<file path="src/rtl/captura_operandos_fsm.sv">
// Operand capture front-end: debounces KEY[1:0] and walks the user through A, B and opcode,
// then offers {a, b, cin, seletor} to the ULA path over a valid/ready handshake.
module captura_operandos_fsm #(
  parameter int DEBOUNCE_CYCLES = 500000,
  parameter int CNT_W           = 19
) (
  input  logic       clk,
  input  logic       rst_n,
  input  logic [9:0] SW,
  input  logic [1:0] KEY,
  input  logic       op_ready,
  output logic [3:0] a,
  output logic [3:0] b,
  output logic       cin,
  output logic [2:0] seletor,
  output logic       op_valid,
  output logic [1:0] estado,
  output logic       erro,
  output logic       erro_led
);

  // state  | meaning
  // CAP_A  | waiting for operand A and carry-in
  // CAP_B  | waiting for operand B
  // CAP_OP | waiting for a legal opcode
  // ISSUE  | request offered to consumer, held until accepted

  typedef enum logic [1:0] {
    CAP_A  = 2'b00,
    CAP_B  = 2'b01,
    CAP_OP = 2'b10,
    ISSUE  = 2'b11
  } state_t;

  localparam logic [CNT_W-1:0] CNT_LAST = CNT_W'(DEBOUNCE_CYCLES - 1);

  state_t           state;
  logic [1:0]       sync1, sync2, stable, press;
  logic [CNT_W-1:0] cnt [2];
  logic             conf_p, back_p, reject;
  logic [4:0]       unused_sw;

  assign unused_sw = {SW[9], SW[7:4]};

  // Debounce: counter runs only while the synced level disagrees with the accepted one.
  always_ff @(posedge clk or negedge rst_n) begin
    if (!rst_n) begin
      sync1  <= 2'b11;
      sync2  <= 2'b11;
      stable <= 2'b11;
      press  <= 2'b00;
      cnt[0] <= '0;
      cnt[1] <= '0;
    end else begin
      sync1 <= KEY;
      sync2 <= sync1;
      for (int i = 0; i < 2; i++) begin
        press[i] <= 1'b0;
        if (sync2[i] == stable[i]) begin
          cnt[i] <= '0;
        end else if (cnt[i] == CNT_LAST) begin
          stable[i] <= sync2[i];
          cnt[i]    <= '0;
          press[i]  <= stable[i] & ~sync2[i];
        end else begin
          cnt[i] <= cnt[i] + 1'b1;
        end
      end
    end
  end

  assign conf_p = press[0];
  assign back_p = press[1];
  assign reject = (SW[2:0] == 3'b111) || ((SW[2:0] == 3'b110) && (b == 4'd0));
  assign estado = state;

  always_ff @(posedge clk or negedge rst_n) begin
    if (!rst_n) begin
      state    <= CAP_A;
      a        <= '0;
      b        <= '0;
      cin      <= 1'b0;
      seletor  <= '0;
      op_valid <= 1'b0;
      erro     <= 1'b0;
      erro_led <= 1'b0;
    end else begin
      erro <= 1'b0;
      case (state)
        CAP_A: begin
          if (conf_p && !back_p) begin
            a        <= SW[3:0];
            cin      <= SW[8];
            erro_led <= 1'b0;
            state    <= CAP_B;
          end
        end
        CAP_B: begin
          if (back_p) begin
            state <= CAP_A;
          end else if (conf_p) begin
            b        <= SW[3:0];
            erro_led <= 1'b0;
            state    <= CAP_OP;
          end
        end
        CAP_OP: begin
          if (back_p) begin
            state <= CAP_B;
          end else if (conf_p) begin
            if (reject) begin
              erro     <= 1'b1;
              erro_led <= 1'b1;
            end else begin
              seletor  <= SW[2:0];
              erro_led <= 1'b0;
              op_valid <= 1'b1;
              state    <= ISSUE;
            end
          end
        end
        ISSUE: begin
          // keys are deliberately ignored: a posted request cannot be withdrawn
          if (op_ready) begin
            op_valid <= 1'b0;
            state    <= CAP_A;
          end
        end
        default: state <= CAP_A;
      endcase
    end
  end

endmodule

</file>
<file path="config.mk">
export PLATFORM = sky130hd
export DESIGN_NAME = captura_operandos_fsm
export DESIGN_NICKNAME = d
export VERILOG_FILES = /design/src/rtl/captura_operandos_fsm.sv
export SDC_FILE = /design/constraint.sdc
export NUM_CORES = 1
export LEC_CHECK = 0
export BUFFER_PORTS_ARGS = -buffer_cell sky130_fd_sc_hd__buf_4
export CAP_MARGIN = 15
export CORE_UTILIZATION = 40
export DETAILED_ROUTE_END_ITERATION = 10
export SKIP_LAST_GASP = 1
export SLEW_MARGIN = 20
export SYNTH_ARGS = -nofsm -noshare
export SYNTH_HDL_FRONTEND = slang
export SYNTH_SLANG_ARGS = --single-unit
</file>
<file path="constraint.sdc">
create_clock -name clk -period 2 [get_ports clk]
set_input_delay 0.4 -clock clk [delete_from_list [all_inputs] [get_ports clk]]
set_output_delay 0.4 -clock clk [all_outputs]
set_load 0.05 [all_outputs]
</file>
# == Word level (Yosys, flattened, before mapping) ==
# Index checks and enable logic that the tools add are counted.
# word_totals
reg_bits,63
input_bits,15
out_inout_bits,17
# op_classes
addsub,2
eq_ne,19
muxes,31
bitwise_logic,8
n_reduce_logical,16
# ops
op,n
19-bit two-way mux,4
"19-bit by 1-bit adder with 19-bit output, second input constant",2
"19-bit == test, second input constant",2
1-bit two-way mux,17
2-bit two-way mux,7
"2-bit != test, second input constant",7
5-bit AND reduction,2
"3-bit != test, second input constant",3
2-bit one-hot mux with 4 select lines,1
"3-bit == test, second input constant",2
1-bit inverter,6
2-bit AND reduction,3
6-bit AND reduction,1
"2-bit == test, second input constant",2
4-bit logical NOT,1
4-bit AND reduction,1
1-bit one-hot mux with 3 select lines,1
3-bit AND reduction,1
3-bit nonzero test,1
1-bit bitwise AND,2
1-bit == test,2
"2-bit by 1-bit == test with 1-bit output, second input constant",1
1-bit logical AND,2
2-bit logical NOT,1
other kinds (4),4

# == Longest topological paths before layout ==
# Gate-level depths: netlist of run 1.
# depth
depth_word,7
ltp_mapped,7
mapped_depth_nobuf,5

# == Worst setup path before layout of run 1 ==
# Ideal clock, no wire load.
# synth_timing
kind,reg-to-reg
from,register state[0] (netlist: estado[0])
to,register seletor[0]
setup_ns,0.128
arrival_time_ns,1.723
slack_ns,0.149
path_stages_with_launch,5
n_path_buf,1
period_less_slack_ns,1.851
cell_sequence,dfrtp_1 -> clkbuf_1 -> or3b_1 -> nand2b_1 -> mux2_1
# synth_between
elab_chain_cells,2
# synth_lines
element,line_no,source
start: declaration,37,state_t state;
start signal: assignment,79,state <= CAP_A;
start signal: assignment,95,state <= CAP_B;
start signal: assignment,100,state <= CAP_A;
2-bit == test,89,case (state)
4-bit AND reduction (no source line),-,
end signal: assignment,115,seletor <= SW[2:0];
end: declaration,15,"output logic [2:0] seletor,"
# Every way passes these cells.
# A chain may end at the register's enable or synchronous reset.

# == Final worst setup path of run 1 ==
# layout_timing
from,register cnt[0] in the netlist's numbering
to,register stable[1]
# layout_between
elab_chain_cells,2
# layout_lines
element,line_no,source
start: declaration,39,logic [CNT_W-1:0] cnt [2];
start signal: indexed assignment,66,cnt[i] <= cnt[i] + 1'b1;
19-bit == test,61,end else if (cnt[i] == CNT_LAST) begin
2-bit AND reduction (no source line),-,
end signal: indexed assignment,62,stable[i] <= sync2[i];
end: declaration,38,"logic [1:0] sync1, sync2, stable, press;"
# Every way passes these cells.

==> results of run 1 <==
logic make-up after synthesis:
kind of cell | Yosys count | synth area share
simple gates | 121 | 0.229
flops | 63 | 0.539
compound gates | 27 | 0.0592
xor+xnor | 26 | 0.0774
buf+inv | 17 | 0.0247
mux | 14 | 0.0536
fa+ha+maj | 4 | 0.0170
cell usage in the layout, fill, tap and decap left out, types with 3 or more instances in the layout:
master,n
a21oi_1,9
mux2_2,9
and3_1,3
nor2_1,34
dfstp_2,6
xor2_1,14
ha_1,4
nand3_1,14
nor4_1,8
o21ai_0,7
dfrtp_1,57
clkbuf_8,9
nand2_1,14
o31ai_1,3
nand4_1,12
and4_1,5
nand2b_1,3
nor3_1,8
xnor2_1,12
or3_1,6
mux2_1,5
inv_1,10
buf_4,34
sequential cells by signal, summed over array words and instances, names as in the netlist, 2 cells and up:
name	cells
estado	2
cnt	38
b	4
press	2
sync1	2
seletor	3
stable	2
a	4
sync2	2
through the flow:
stage	cell area, um^2	cells
global route	3490	412
CTS	3490	412
detailed placement	3280	395
global placement	3280	395
floorplan	2940	272
finish	3490	412
layer usage:
metal,wire length [um],share of wire
met2,2440,0.45
met4,74,0.014
met3,171,0.032
met5,0,0
met1,2680,0.50
Yosys cell counts, drive strengths merged (8+ instances only):
library cell,instances
a21oi,11
dfrtp,57
inv,10
mux2,14
nand2,14
nand3,14
nand4,13
nor2,34
nor3,9
nor4,8
xnor2,12
xor2,14
layout make-up:
| class | instances | area (um^2) | share of cell area |
|---|---|---|---|
| Sequential cell | 63 | 1580 | 0.453 |
| Multi-Input combinational cell | 192 | 1280 | 0.367 |
| Timing Repair Buffer | 35 | 265 | 0.0759 |
| Clock buffer | 9 | 124 | 0.0354 |
| Tap cell | 96 | 120 | 0.0344 |
| Clock inverter | 7 | 80.1 | 0.0229 |
| Inverter | 10 | 37.5 | 0.0107 |
power by group through the flow:
| stage | registers, mW | clock network, mW | logic (mW) |
|---|---|---|---|
| global placement | 1.33 | 0 | 0.115 |
| CTS | 1.31 | 1.16 | 0.119 |
| global route | 1.31 | 1.23 | 0.130 |
| detailed placement | 1.33 | 0 | 0.117 |
| finish | 1.31 | 1.12 | 0.114 |
| floorplan | 1.35 | 0 | 0.0368 |
worst max path at each step:
| stage | start | end | slack, ns |
|---|---|---|---|
| floorplan | estado[0]$_DFFE_PN0P_ | seletor[0]$_DFFE_PN0P_ | 0.15 |
| global placement | cnt[19]$_DFF_PN0_ | cnt[28]$_DFF_PN0_ | 0.24 |
| detailed placement | cnt[19]$_DFF_PN0_ | cnt[27]$_DFF_PN0_ | 0.24 |
| CTS | cnt[0]$_DFF_PN0_ | stable[1]$_DFFE_PN1P_ | 0.22 |
| global route | cnt[0]$_DFF_PN0_ | stable[1]$_DFFE_PN1P_ | 0.09 |
| finish | cnt[0]$_DFF_PN0_ | stable[1]$_DFFE_PN1P_ | 0.23 |
worst register-to-register path: stages, from the launching register on:
cell and delay [ns]:
dfrtp_1 0.42, ha_1 0.23, and4_1 0.31, nand4_1 0.19, nor3_1 0.20, mux2_1 0.34
==> run_results.csv, run 1 <==
group,metric,value,unit
pwr,seqPwrFrac,0.515,
critical_path,crit_buf_inv,0,
sta,min_period,1.77,ns
pwr,internal_power,1.92,mW
cts,cts_hold_buf,1,
critical_path,worstSetupPathType,"flip-flop to flip-flop",
floorplan,die_x,87.7,um
finish,fill_cells,664,
synthesis,yosysTopAreaCellShare,0.485,
critical_path,critPathSlowestCell,"dfrtp_1",
pwr,ir_drop,349,uV
critical_path,cp_cell_sequence,"ha_1 > and4_1 > nand4_1 > nor3_1 > mux2_1",
pwr,clkPwrFrac,0.440,
global_route,use_met2,0.226,
finish,antenna_cells,0,
critical_path,r2r_cells,5,
worst_hold_path,holdPathStages,1,
global_route,grt_usage,0.160,
worst_hold_path,hold_end,"sync1[0]$_DFF_PN1_",
worst_hold_path,min_from,"KEY[0]",
pwr,power.leakage,1.50,nW
synthesis,ys.flop_type,"dfrtp_1",
synthesis,synth_cell_types,42,
sta,worstMarginPinSlew,0.454,ns
global_route,grt_antenna_before_repair,0,
synthesis,syn_nets,291,
drt,remaining_drc_errors,0,
drt,wl,5.37,mm
drt,wl_per_cell,13.0,um
sta,setup_violations,0,
critical_path,cpLargestDelayFamily,"simple AND/OR/NAND/NOR gates",
critical_path,critical_path.endpoint_type,"flip-flop",
global_route,grt_overflow_total,0,
synthesis,yosysWarnings,0,
floorplan,initial_utilization,0.423,
cts,clk_latency,0.34,ns
placement,gp_congestion,0.818,
synthesis,yosys.area.top_type,"dfrtp_1",
floorplan,dieHeight,87.7,um
global_route,top_usage_layer,"met2",
placement,dp_hpwl,3.88,mm
sta,drv_slew,0,
placement,io_buffers,26,
placement,pre_cts_slack,0.242,ns
synthesis,async_reset_ff_frac,1.00,
critical_path,r2r_slack,0.23,ns
floorplan,core-area,6940,um^2
cts,cts_resized,0,
cts,clock-sinks,63,
worst_hold_path,min_path_type,"input port to flip-flop",
synthesis,synth-edff-count,0,
synthesis,syn_area_per_cell,10.8,um^2
critical_path,cp_data_required_time,2.26,ns
critical_path,critPathLaunchType,"flip-flop",
floorplan,dieArea,7700,um^2
pwr,finalPower,2.54,mW
global_route,grt_pass1_wl,9.25,mm
pwr,p_switching,0.621,mW
synthesis,yosysSeqAreaShare,0.539,
drt,ant_nets,0,
drt,drt-pass1-iter-count,4,
pwr,power.density,728,nW/um^2
sta,fin_tns_setup,0,ns
cts,cts_made_buffers,9,
status,status,"completed",
critical_path,r2r-end,"stable[1]$_DFFE_PN1P_",
floorplan,placementRows,30,
sta,layout_setup_ws,0.233,ns
global_route,grt_util_met3,0.0622,
cts,clockBufferDepth,2,
sta,hold_slack,0.164,ns
global_route,grt_max_degree,28,
floorplan,io_pins,32,
finish,areaGrowthSynthToFinish,18.9,%
cts,clkSlewWorstSetupHoldPaths,0.07,ns
drt,vias_per_cell,5.08,
critical_path,r2r_start,"cnt[0]$_DFF_PN0_",
sta,fmax,566,MHz
critical_path,cp.depth,5,
sta,hold_viol,0,
global_route,grt_pass1_vias,1952,
critical_path,critPathMaxStageDelay,0.42,ns
cts,root_buffer,"clkbuf_8",
synthesis,syn-instance-count,272,
cts,cts_tree,"built",
cts,htree_num_levels,3,
drt,drt_iter0_markers,82,
synthesis,synth.area.top_cells,"dfrtp_1, dfstp_2, nor2_1",
run,max-cap-violations,0,
sta,rsz0062_at_grt,"false",
sta,fin_crit_sh,0.884,
pwr,switching_share,0.244,
critical_path,crit_arrival,2.03,ns
finish,final_layout_size_suffix_gt1_frac,0.241,
pwr,combPwrFrac,0.045,
critical_path,cp_max_fo,5,
global_route,grtUsageMet1,0.220,
finish,final_core_utilization,0.503,
synthesis,netlist_area,2940,um^2
sta,max_slew_margin,0.696,
sta,fin_skew,0.0127,ns
cts,cts_setup_buffers,0,
drt,num_vias,2091,
synthesis,ys_seq_elements,63,
finish,layout.nets,330,
(Power assumes the default switching activity.)
==> run 2: changes to the inputs <==
--- a/config.mk
+++ b/config.mk
@@ -9,6 +9,7 @@
 export CAP_MARGIN = 15
 export CORE_UTILIZATION = 40
 export DETAILED_ROUTE_END_ITERATION = 10
+export PLACE_DENSITY = 0.55
 export SKIP_LAST_GASP = 1
 export SLEW_MARGIN = 20
 export SYNTH_ARGS = -nofsm -noshare
==> run_results.csv, run 2 (synthesized netlist as in run 1, its figures left out) <==
group,metric,value,unit
pwr,p_switching,0.563,mW
sta,worstMarginPinSlew,0.434,ns
pwr,seqPwrFrac,0.528,
floorplan,placementRows,30,
worst_hold_path,min_path_type,"input port to flip-flop",
status,status,"completed",
pwr,switching_share,0.227,
finish,areaGrowthSynthToFinish,19.0,%
pwr,power.leakage,1.51,nW
cts,clkSlewWorstSetupHoldPaths,0.06,ns
sta,fin_skew,0.00861,ns
drt,wl,5.46,mm
global_route,grt_pass1_wl,9.49,mm
finish,final_area,3500,um^2
floorplan,die_x,87.7,um
global_route,grtUsageMet1,0.225,
floorplan,dieArea,7700,um^2
placement,post_dp_cell_area,3290,um^2
cts,htree_num_levels,3,
sta,rsz0062_at_grt,"false",
global_route,grt_pass1_vias,1976,
finish,antenna_cells,0,
pwr,combPwrFrac,0.046,
finish,reg.largest.list,"cnt x38, a x4, b x4",
pwr,power.density,710,nW/um^2
critical_path,cp_data_required_time,2.26,ns
cts,root_buffer,"clkbuf_8",
sta,hold_viol,0,
cts,cts_hold_buf,1,
placement,io_buffers,26,
cts,cts_made_buffers,9,
sta,max_slew_margin,0.709,
finish,largest_register_ffs,38,
sta,setup_violations,0,
finish,layout.nets,330,
sta,layout_setup_ws,0.176,ns
drt,remaining_drc_errors,0,
global_route,grt_antenna_before_repair,0,
critical_path,cp_cell_sequence,"ha_1 > and4_1 > nand4_1 > nor3_1 > mux2_1",
run,max-cap-violations,0,
cts,cts_setup_buffers,0,
placement,gp_congestion,0.770,
finish,fill_cells,643,
critical_path,crit_arrival,2.08,ns
finish,largest-register,"cnt",
cts,clockBufferDepth,2,
pwr,ir_drop,359,uV
drt,wl_per_cell,13.3,um
pwr,internal_power,1.92,mW
sta,fmax,548,MHz
placement,pre_cts_slack,0.183,ns
floorplan,io_pins,32,
placement,dp_hpwl,3.74,mm
finish,layout_common_cells,"dfrtp_1, nor2_1, buf_4",
cts,clk_latency,0.34,ns
sta,min_period,1.82,ns
global_route,grt_usage,0.165,
global_route,grt_util_met3,0.0339,
floorplan,dieHeight,87.7,um
sta,fin_crit_sh,0.912,
finish,final_common_cell,"dfrtp_1",
drt,drt-pass1-iter-count,4,
cts,cts_tree,"built",
floorplan,initial_utilization,0.423,
finish,final_layout_size_suffix_gt1_frac,0.237,
sta,fin_tns_setup,0,ns
critical_path,critical_path.endpoint_type,"flip-flop",
cts,clock-sinks,63,
sta,hold_slack,0.167,ns
critical_path,worstSetupPathType,"flip-flop to flip-flop",
global_route,grt_overflow_total,0,
drt,ant_nets,0,
global_route,top_usage_layer,"met2",
global_route,grt_max_degree,41,
global_route,use_met2,0.239,
critical_path,r2r_slack,0.18,ns
pwr,clkPwrFrac,0.426,
floorplan,core-area,6940,um^2
drt,vias_per_cell,5.05,
critical_path,cp_max_fo,7,
critical_path,critPathSlowestCell,"dfrtp_1",
drt,num_vias,2082,
critical_path,critPathLaunchType,"flip-flop",
drt,drt_iter0_markers,108,
cts,cts_resized,0,
critical_path,critPathMaxStageDelay,0.40,ns
sta,drv_slew,0,
[run 2: changes by cell type in the layout (fill, tap and decap cells not counted)]
cell	before	now
buf_12	0	1
buf_4	34	33
bufinv_16	1	0
clkbuf_1	0	1
clkbuf_8	9	13
clkinv_2	0	1
clkinv_4	2	0
clkinvlp_4	2	1
inv_6	2	0
[run 2: power by group through the flow]
stage	Clock (mW)	Combinational (mW)	Sequential, mW
5_1_grt	1.16	0.129	1.31
4_1_cts	1.11	0.119	1.31
2_1_floorplan	0	0.0368	1.35
3_3_place_gp	0	0.115	1.33
6_report	1.06	0.114	1.31
3_5_place_dp	0	0.117	1.33
[run 2: through the flow]
| step | instances | util | power, mW |
|---|---|---|---|
| 6_report | 412 | 0.504 | 2.48 |
| 5_1_grt | 412 | 0.504 | 2.60 |
| 4_1_cts | 412 | 0.504 | 2.54 |
| 3_5_place_dp | 395 | 0.474 | 1.45 |
| 3_3_place_gp | 395 | 0.474 | 1.45 |
| 2_1_floorplan | 272 | - | 1.38 |
[run 2: path summary, 6_finish.rpt]
path,start,to,depth (start not counted)
setup / recovery,cnt[0]$_DFF_PN0_,stable[1]$_DFFE_PN1P_,5
hold / removal,KEY[0],sync1[0]$_DFF_PN1_,1
setup reg to reg,cnt[0]$_DFF_PN0_,stable[1]$_DFFE_PN1P_,5
hold reg to reg,sync1[0]$_DFF_PN1_,sync2[0]$_DFF_PN1_,0
max in group asynchronous,rst_n,sync1[1]$_DFF_PN1_,3
min in group asynchronous,rst_n,seletor[1]$_DFFE_PN0P_,2
[run 2: area by class of cell]
| cell class | count | area [um^2] | share of cell area |
|---|---|---|---|
| Timing Repair Buffer | 35 | 278 | 0.0794 |
| Inverter | 10 | 37.5 | 0.0107 |
| Sequential cell | 63 | 1580 | 0.453 |
| Multi-Input combinational cell | 192 | 1280 | 0.367 |
| Clock buffer | 14 | 183 | 0.0522 |
| Tap cell | 96 | 120 | 0.0343 |
| Clock inverter | 2 | 12.5 | 0.00358 |
[run 2: layer usage]
layer	vias up	wire [um]
met5	-	0
met2	26	2430
li1	1044	-
met4	0	139
met1	1002	2760
met3	10	133
[run 2: worst max-delay path: cells and delay by family (launching register included)]
family        cells  cell delay, ns
simple gates      3            0.78
flops             1            0.40
fa+ha+maj         1            0.22
mux               1            0.34
==> run 3: changes to the inputs <==
--- a/config.mk
+++ b/config.mk
@@ -7,9 +7,11 @@
 export LEC_CHECK = 0
 export BUFFER_PORTS_ARGS = -buffer_cell sky130_fd_sc_hd__buf_4
 export CAP_MARGIN = 15
-export CORE_UTILIZATION = 40
+export CELL_PAD_IN_SITES_DETAIL_PLACEMENT = 1
+export CELL_PAD_IN_SITES_GLOBAL_PLACEMENT = 2
+export CORE_UTILIZATION = 38
 export DETAILED_ROUTE_END_ITERATION = 10
-export PLACE_DENSITY = 0.55
+export PLACE_DENSITY = 0.76
 export SKIP_LAST_GASP = 1
 export SLEW_MARGIN = 20
 export SYNTH_ARGS = -nofsm -noshare
==> run_results.csv, run 3 (synthesized netlist as in run 1, its figures left out) <==
group,metric,value,unit
finish,final_common_cell,"dfrtp_1",
drt,remaining_drc_errors,0,
drt,ant_nets,0,
finish,antenna_cells,0,
finish,final_layout_size_suffix_gt1_frac,0.237,
critical_path,crit_buf_inv,0,
critical_path,crit_arrival,2.06,ns
pwr,seqPwrFrac,0.489,
placement,io_buffers,26,
critical_path,r2r-end,"cnt[35]$_DFF_PN0_",
floorplan,die_x,90.0,um
critical_path,cp_data_required_time,2.22,ns
critical_path,critical_path.endpoint_type,"flip-flop",
floorplan,core-area,7370,um^2
sta,rsz0062_at_grt,"false",
global_route,grt_pass1_vias,2207,
worst_hold_path,hold_end,"sync1[1]$_DFF_PN1_",
sta,max_slew_margin,0.702,
pwr,combPwrFrac,0.044,
drt,wl_per_cell,14.6,um
sta,fin_tns_setup,0,ns
floorplan,placementRows,31,
sta,setup_violations,0,
sta,hold_slack,0.177,ns
placement,dp_hpwl,4.30,mm
finish,fill_cells,840,
worst_hold_path,holdPathStages,1,
global_route,grt_max_degree,46,
critical_path,critPathMaxStageDelay,0.50,ns
sta,fin_crit_sh,0.918,
sta,min_period,1.84,ns
sta,drv_slew,0,
cts,htree_num_levels,3,
placement,post-place-cells,399,
finish,reg.largest.list,"cnt x38, a x4, b x4",
critical_path,cp_cell_sequence,"ha_1 > nand4_1 > nor4_1 > xnor2_1 > nor2_1",
status,status,"completed",
floorplan,initial_utilization,0.399,
finish,seqCellArea,1580,um^2
critical_path,cp_max_fo,7,
sta,fin_skew,0.0102,ns
critical_path,worstSetupPathType,"flip-flop to flip-flop",
finish,multi_input_area,1280,um^2
floorplan,dieArea,8090,um^2
critical_path,r2r_start,"cnt[19]$_DFF_PN0_",
cts,clk_latency,0.34,ns
drt,vias_per_cell,5.15,
global_route,grt_overflow_total,0,
floorplan,dieHeight,90.0,um
placement,post_dp_cell_area,3320,um^2
finish,areaGrowthSynthToFinish,20.8,%
finish,largest-register,"cnt",
critical_path,cpLargestDelayFamily,"simple AND/OR/NAND/NOR gates",
pwr,power.density,754,nW/um^2
floorplan,io_pins,32,
critical_path,r2r_cells,5,
pwr,power.leakage,1.54,nW
cts,clkSlewWorstSetupHoldPaths,0.07,ns
cts,cts_setup_buffers,0,
pwr,ir_drop,395,uV
finish,stdcell_count,416,
finish,layout_common_cells,"dfrtp_1, nor2_1, buf_4",
pwr,p_switching,0.570,mW
drt,drt_iter0_markers,83,
global_route,grt_usage,0.168,
finish,layout.nets,331,
placement,gp_congestion,0.713,
cts,cts_made_buffers,9,
finish,largest_register_ffs,38,
critical_path,r2r_slack,0.16,ns
pwr,clkPwrFrac,0.467,
pwr,finalPower,2.68,mW
run,max-cap-violations,0,
cts,clockBufferDepth,2,
cts,root_buffer,"clkbuf_8",
finish,final_area,3550,um^2
global_route,grt_pass1_wl,10.8,mm
sta,worstMarginPinSlew,0.444,ns
sta,fmax,545,MHz
sta,hold_viol,0,
pwr,switching_share,0.213,
drt,num_vias,2143,
critical_path,critPathLaunchType,"flip-flop",
critical_path,critPathSlowestCell,"nor4_1",
worst_hold_path,min_path_type,"input port to flip-flop",
pwr,internal_power,2.11,mW
cts,clock-sinks,63,
drt,wl,6.09,mm
drt,drt-pass1-iter-count,4,
cts,cts_tree,"built",
worst_hold_path,min_from,"KEY[1]",
global_route,grt_antenna_before_repair,0,
## run 3: cell count changes in the layout (fill, tap and decap cells not counted), sizes merged
cell      change
bufinv        +2
buf           +1
clkinvlp      -1
clkbuf        -1
## run 3: cell type report
type	count	area share
timing repair buffer	36	0.0839
inverter	10	0.0106
clock inverter	3	0.0183
tap	99	0.0349
sequential	63	0.446
multi-input combinational	192	0.362
clock buffer	13	0.0447
## run 3: timing repair
action / in CTS / in global routing
endpoints found under the hold margin: 18 / 0
resized for setup: 0 / 0
hold buffers: 1 / 0
## run 3: through the flow
stage | util | worst slack [ns]
CTS | 0.482 | 0.155
finish | 0.482 | 0.164
global placement | 0.450 | 0.218
global route | 0.482 | 0.0314
floorplan | - | 0.149
detailed placement | 0.450 | 0.169
## run 3: how the worst max path moves through the flow
stage	from	end	slack, ns	cells past startpoint
after floorplan	estado[0]$_DFFE_PN0P_	seletor[0]$_DFFE_PN0P_	0.15	4
after global placement	cnt[19]$_DFF_PN0_	cnt[35]$_DFF_PN0_	0.22	5
after detailed placement	cnt[19]$_DFF_PN0_	cnt[35]$_DFF_PN0_	0.17	5
after CTS	cnt[19]$_DFF_PN0_	cnt[35]$_DFF_PN0_	0.16	5
after global routing	cnt[19]$_DFF_PN0_	cnt[35]$_DFF_PN0_	0.03	5
final	cnt[19]$_DFF_PN0_	cnt[35]$_DFF_PN0_	0.16	5
## run 3: layer usage
metal  global-route usage  wire length, um
met1                0.239             3140
met2                0.247             2660
met3               0.0313              195
met4               0.0766               94
met5                    0                0
## run 3: power groups by stage
stage | combinational, mW | clock (mW) | sequential, mW
2_1_floorplan | 0.0368 | 0 | 1.35
3_3_place_gp | 0.118 | 0 | 1.33
3_5_place_dp | 0.120 | 0 | 1.33
4_1_cts | 0.121 | 1.30 | 1.31
5_1_grt | 0.133 | 1.35 | 1.31
6_report | 0.117 | 1.25 | 1.31
